### config.mk
export PLATFORM = sky130hd
export DESIGN_NAME = mul_div_unit
export DESIGN_NICKNAME = d
export VERILOG_FILES = /design/src/rtl/cpu_pkg.sv /design/src/rtl/muldiv_step.sv /design/src/rtl/mul_div_unit.sv
export SDC_FILE = /design/constraint.sdc
export NUM_CORES = 1
export LEC_CHECK = 0
export BUFFER_PORTS_ARGS = -buffer_cell sky130_fd_sc_hd__buf_2
export CAP_MARGIN = 15
export CORE_ASPECT_RATIO = 0.75
export CORE_MARGIN = 3
export CORE_UTILIZATION = 35
export CTS_BUF_LIST = sky130_fd_sc_hd__clkbuf_4 sky130_fd_sc_hd__clkbuf_8 sky130_fd_sc_hd__clkbuf_16
export DETAILED_ROUTE_END_ITERATION = 7
export PLACE_DENSITY_LB_ADDON = 0.08
export REMOVE_ABC_BUFFERS = 1
export SLEW_MARGIN = 5
export SYNTH_ARGS = -nofsm -noshare
export SYNTH_HDL_FRONTEND = slang
export SYNTH_SLANG_ARGS = --single-unit
### constraint.sdc
create_clock -name clk -period 4.4 [get_ports clk]
set_input_delay 0.44 -clock clk [delete_from_list [all_inputs] [get_ports clk]]
set_output_delay 0.44 -clock clk [all_outputs]
set_load 0.03 [all_outputs]
### src/rtl/cpu_pkg.sv
// Shared CPU definitions: multiply/divide op encodings and the mul/div FSM states.
package cpu_pkg;

    typedef enum logic [1:0] {
        OP_MUL   = 2'd0,
        OP_MULHU = 2'd1,
        OP_DIVU  = 2'd2,
        OP_REMU  = 2'd3
    } muldiv_op_e;

    typedef enum logic [1:0] {
        ST_IDLE = 2'd0,
        ST_BUSY = 2'd1,
        ST_DONE = 2'd2
    } muldiv_state_e;

    function automatic logic op_is_div(input muldiv_op_e op);
        return op[1];
    endfunction

    // MULHU and REMU both read the upper half of the shared accumulator
    function automatic logic op_is_high(input muldiv_op_e op);
        return op[0];
    endfunction

endpackage

### src/rtl/muldiv_step.sv
// One iteration of unsigned shift-add multiply or restoring shift-subtract divide.
module muldiv_step #(
    parameter int WIDTH = 32
) (
    input  logic               is_div,
    input  logic [2*WIDTH-1:0] acc,
    input  logic [WIDTH-1:0]   opnd,
    output logic [2*WIDTH-1:0] acc_next
);

    logic [WIDTH:0] sum;
    logic [WIDTH:0] rem_sh;
    logic [WIDTH:0] diff;

    always_comb begin
        sum      = {1'b0, acc[2*WIDTH-1:WIDTH]} + (acc[0] ? {1'b0, opnd} : {(WIDTH+1){1'b0}});
        rem_sh   = acc[2*WIDTH-1:WIDTH-1];
        diff     = rem_sh - {1'b0, opnd};
        acc_next = {sum, acc[WIDTH-1:1]};
        // Divide: acc = {remainder, quotient}; a clear borrow means the subtract sticks
        if (is_div) begin
            if (!diff[WIDTH]) begin
                acc_next = {diff[WIDTH-1:0], acc[WIDTH-2:0], 1'b1};
            end else begin
                acc_next = {rem_sh[WIDTH-1:0], acc[WIDTH-2:0], 1'b0};
            end
        end
    end

endmodule

### src/rtl/mul_div_unit.sv
// Iterative unsigned multiply/divide unit with fixed 33-cycle latency and register-bank writeback.
module mul_div_unit
    import cpu_pkg::*;
#(
    parameter int WIDTH = 32
) (
    input  logic             clk,
    input  logic             reset,
    input  logic             start,
    input  logic [1:0]       op,
    input  logic [WIDTH-1:0] opa,
    input  logic [WIDTH-1:0] opb,
    input  logic [4:0]       rd,
    output logic             busy,
    output logic [WIDTH-1:0] wb_data,
    output logic [4:0]       wb_sel,
    output logic             wb_en
);

    muldiv_state_e      state;
    muldiv_op_e         op_q;
    logic [4:0]         rd_q;
    logic [4:0]         cnt_q;
    logic [WIDTH-1:0]   opnd_q;
    logic [2*WIDTH-1:0] acc_q;
    logic [2*WIDTH-1:0] acc_next;
    logic [WIDTH-1:0]   result;
    logic               is_div;
    muldiv_op_e         op_in;

    assign op_in  = muldiv_op_e'(op);
    assign is_div = op_is_div(op_q);
    assign result = op_is_high(op_q) ? acc_q[2*WIDTH-1:WIDTH] : acc_q[WIDTH-1:0];

    muldiv_step #(.WIDTH(WIDTH)) u_step (
        .is_div   (is_div),
        .acc      (acc_q),
        .opnd     (opnd_q),
        .acc_next (acc_next)
    );

    // busy and wb_en are registered and trail the state by one edge
    always_ff @(posedge clk or negedge reset) begin
        if (!reset) begin
            state   <= ST_IDLE;
            op_q    <= OP_MUL;
            rd_q    <= 5'd0;
            cnt_q   <= 5'd0;
            opnd_q  <= {WIDTH{1'b0}};
            acc_q   <= {(2*WIDTH){1'b0}};
            busy    <= 1'b0;
            wb_en   <= 1'b0;
            wb_data <= {WIDTH{1'b0}};
            wb_sel  <= 5'd0;
        end else begin
            busy  <= (state != ST_IDLE);
            wb_en <= 1'b0;
            case (state)
                ST_IDLE: begin
                    // the !busy gate drops a start in the cycle right after DONE
                    if (start && !busy) begin
                        op_q   <= op_in;
                        rd_q   <= rd;
                        cnt_q  <= 5'd0;
                        opnd_q <= op_is_div(op_in) ? opb : opa;
                        acc_q  <= {{WIDTH{1'b0}}, (op_is_div(op_in) ? opa : opb)};
                        state  <= ST_BUSY;
                    end
                end
                ST_BUSY: begin
                    acc_q <= acc_next;
                    cnt_q <= cnt_q + 5'd1;
                    if (cnt_q == 5'd31) begin
                        state <= ST_DONE;
                    end
                end
                ST_DONE: begin
                    wb_en   <= (rd_q != 5'd0);
                    wb_data <= result;
                    wb_sel  <= rd_q;
                    state   <= ST_IDLE;
                end
                default: state <= ST_IDLE;
            endcase
        end
    end

endmodule

==> results_dict.tcl <==
set metrics [dict create \
    syn_area_per_cell_sq_um 8.76 \
    register_area_sq_mm 0.00373 \
    htreeDepth 4 \
    grt_pass1_vias 9266 \
    io_buffer_count 112 \
    first_pass_iters 7 \
    ys.flop_type "dfrtp_1" \
    powerDensity_mw_per_mm2 870 \
    period_minus_slack_ps 3580 \
    crit_buf_inv 2 \
    areaGrowthSynthToFinish_pct 14.1 \
    drt_iter0_markers 481 \
    design.portCount 113 \
    synthTopCellsByCount "nand2_1, mux2i_1, dfrtp_1, o21ai_0, ha_1" \
    drive_gt1_share_pct 14.7 \
    clockBufferDepth 2 \
    drc 0 \
    netlist-cell-type-count 72 \
    multi_input_area_sq_mm 0.00695 \
    leakagePower_nw 6.03 \
    clockRootBuffer "clkbuf_16" \
    cts_made_buffers 17 \
    syn_area_sq_mm 0.0112 \
    regToRegSetupSlack_ps 820 \
    vdd_ir_drop_max_uv 458 \
    synth_top_family_by_area "compound AO/OA/AOI/OAI gates" \
    row_count 56 \
    yosysTopAreaCellShare_pct 33.3 \
    grt-busiest-layer "met1" \
    async_flop_share_pct 100 \
    cts_num_sinks 149 \
    nFillCells 3233 \
    startpoint "acc_q[31]$_DFFE_PN0P_" \
    yosysMostFrequentCell "nand2_1" \
    fmax_ghz 0.280 \
    grt_use_met3_pct 3.22 \
    synth-simple-area-share_pct 13.6 \
    die_w_microns 212 \
    hold_class "in -> async" \
    crit_path_end_kind "register" \
    path_class "reg -> reg" \
    ys.warnings.count 0 \
    finalHoldViolCount 0 \
    synth_area_leaders "dfrtp_1, mux2i_1, ha_1, o21ai_0, nand2_1" \
    rsz0062_at_grt "no" \
    crit_cells 13 \
    worstPathArrival_ps 3900 \
    wire_per_inst_microns 19.0 \
    ys_seq_area_share_pct 33.3 \
    ant_nets 0 \
    max-slew-margin-rel_pct 35.5 \
    cts_resized 0 \
    gp_congestion 0.891 \
    crit_path_max_fanout 18 \
    synth-seq-cells 149 \
    antenna_found_initial 0 \
    yosys.area.top_type "dfrtp_1" \
    rr_startpoint "acc_q[31]$_DFFE_PN0P_" \
    muxShareOfSynthArea_pct 14.2 \
    slowest_stage "xnor2_4" \
    grt_overflow 0 \
    die_area_sq_mm 0.0342 \
    dieHeight_microns 161 \
    status "finished clean" \
    insertion_delay_ps 440 \
    cp.required_ps 4720 \
    drt-total-wl_microns 33600 \
    grt_pass1_wl_microns 54200 \
    maxCapViolCount 0 \
    core-area_sq_mm 0.0314 \
    fin_nets 1494 \
    layout_worst_path_cycle_share_pct 81.3 \
    path_clk_slew_ps 60 \
    worst_slew_pin_slew_ps 967 \
    cts_setup_buffers 0 \
    setup_tns_ps 0 \
    placed_cell_area_sq_mm 0.0121 \
    timing.final.ws_setup_ps 824 \
    fin_area_sq_mm 0.0128 \
    setup_viol 0 \
    grtUsageTotal_pct 20.1 \
    drv_slew 0 \
    worstReg2RegEnd "acc_q[42]$_DFFE_PN0P_" \
    cp-start-kind "register" \
    syn_inst 1277 \
    hpwl_microns 24800 \
    viasPerCell 5.39 \
    start_util_pct 35.6 \
    postCtsHoldBufs 0 \
    antenna-diode-count 0 \
    pre_cts_ws_ps 844 \
    synth_fa_ha_area_share_pct 7.74 \
    met1_usage_pct 31.8 \
    num_vias 9550 \
    worstPathCellList "inv_1, ha_1, fa_1, nand2b_1, a21oi_2, o211ai_2, o211ai_2, a211oi_2, xnor2_4, buf_4, mux2i_1, mux2i_1, a22o_1" \
    grt_max_degree 81 \
    synthXorXnorAreaFrac_pct 3.59 \
    cpPeakStageDelay_ps 570 \
    fin_skew_ps 12.2 \
    rr_worst_depth 13 \
    critical_path.top_delay_family "compound AO/OA/AOI/OAI gates" \
    synth_edf_count 0 \
    synth_compound_area_share_pct 22.6 \
    cts_tree "yes" \
    use_met2_pct 28.7 \
]
## metal layers
| layer | vias to the layer above | share of wire (%) |
|---|---|---|
| met2 | 161 | 41 |
| li1 | 4773 | - |
| met3 | 18 | 3.6 |
| met5 | - | 0 |
| met4 | 0 | 1.1 |
| met1 | 4598 | 54 |
## sequential cells by signal, summed over array words and instances, names as in the netlist
| register | cells |
|---|---|
| cnt_q | 5 |
| busy | 1 |
| op_q | 2 |
| wb_sel | 5 |
| state | 2 |
| opnd_q | 32 |
| wb_data | 32 |
| wb_en | 1 |
| rd_q | 5 |
| acc_q | 64 |
## kinds of logic after synthesis
kind of cell | Yosys count
mux | 158
buf+inv | 135
simple gates | 329
compound gates | 393
xor+xnor | 45
fa+ha+maj | 68
flops | 149
## final cells by class
type / count / area share, %
multi-input combinational: 993 / 54.4
sequential: 149 / 29.2
timing repair buffer: 134 / 5.91
tap: 406 / 3.98
clock buffer: 19 / 3.50
inverter: 57 / 1.68
clock inverter: 13 / 1.35
## through the flow
stage	hold slack, ps	instances	utilization [%]	power [W]
final	2.54	1771	40.7	0.0111
after global routing	50.2	1771	40.7	0.0121
after floorplan	144	1199	-	0.00756
after detailed placement	466	1738	38.7	0.00952
after global placement	463	1738	38.7	0.00952
after CTS	27.0	1770	40.6	0.0112
## worst max path at each step
stage	endpoint	slack, ps
floorplan	acc_q[61]$_DFFE_PN0P_	-2690
global placement	acc_q[47]$_DFFE_PN0P_	910
detailed placement	acc_q[47]$_DFFE_PN0P_	840
CTS	acc_q[47]$_DFFE_PN0P_	800
global route	acc_q[42]$_DFFE_PN0P_	590
finish	acc_q[42]$_DFFE_PN0P_	820
## power breakdown
group	leakage [nW]	switching (W)	internal, W
clock	0.296	0.000662	0.000923
combinational	3.95	0.00401	0.00289
sequential	1.78	0.000717	0.00191
total	6.03	0.00539	0.00572
## cells in the final DEF (no fill, tap or decap), types with 4 or more instances in the layout
| cell type | synthesis | layout |
|---|---|---|
| nor4_1 | 4 | 4 |
| a221o_1 | 4 | 4 |
| nand2b_1 | 14 | 12 |
| o21a_1 | 6 | 6 |
| and2_1 | 35 | 35 |
| a211oi_1 | 9 | 9 |
| mux2i_1 | 152 | 152 |
| a31oi_1 | 14 | 14 |
| a21oi_1 | 57 | 57 |
| clkbuf_16 | 0 | 17 |
| dfrtp_1 | 149 | 147 |
| or3_1 | 5 | 5 |
| nor3_1 | 13 | 13 |
| o21ai_1 | 24 | 24 |
| o221ai_1 | 6 | 6 |
| buf_2 | 2 | 110 |
| xor2_1 | 16 | 16 |
| inv_1 | 57 | 57 |
| mux2_2 | 5 | 5 |
| nand4_1 | 9 | 9 |
| a22oi_1 | 12 | 12 |
| buf_4 | 0 | 21 |
| nand3_1 | 15 | 15 |
| xnor2_1 | 28 | 28 |
| and3_1 | 4 | 4 |
| o211ai_1 | 37 | 37 |
| o21ai_0 | 133 | 133 |
| o21bai_1 | 7 | 7 |
| nand2_1 | 171 | 171 |
| nor2_1 | 39 | 37 |
| ha_1 | 66 | 66 |
| nor2b_1 | 5 | 5 |
| a21o_1 | 40 | 40 |
Power figures use the tool's default switching activity.
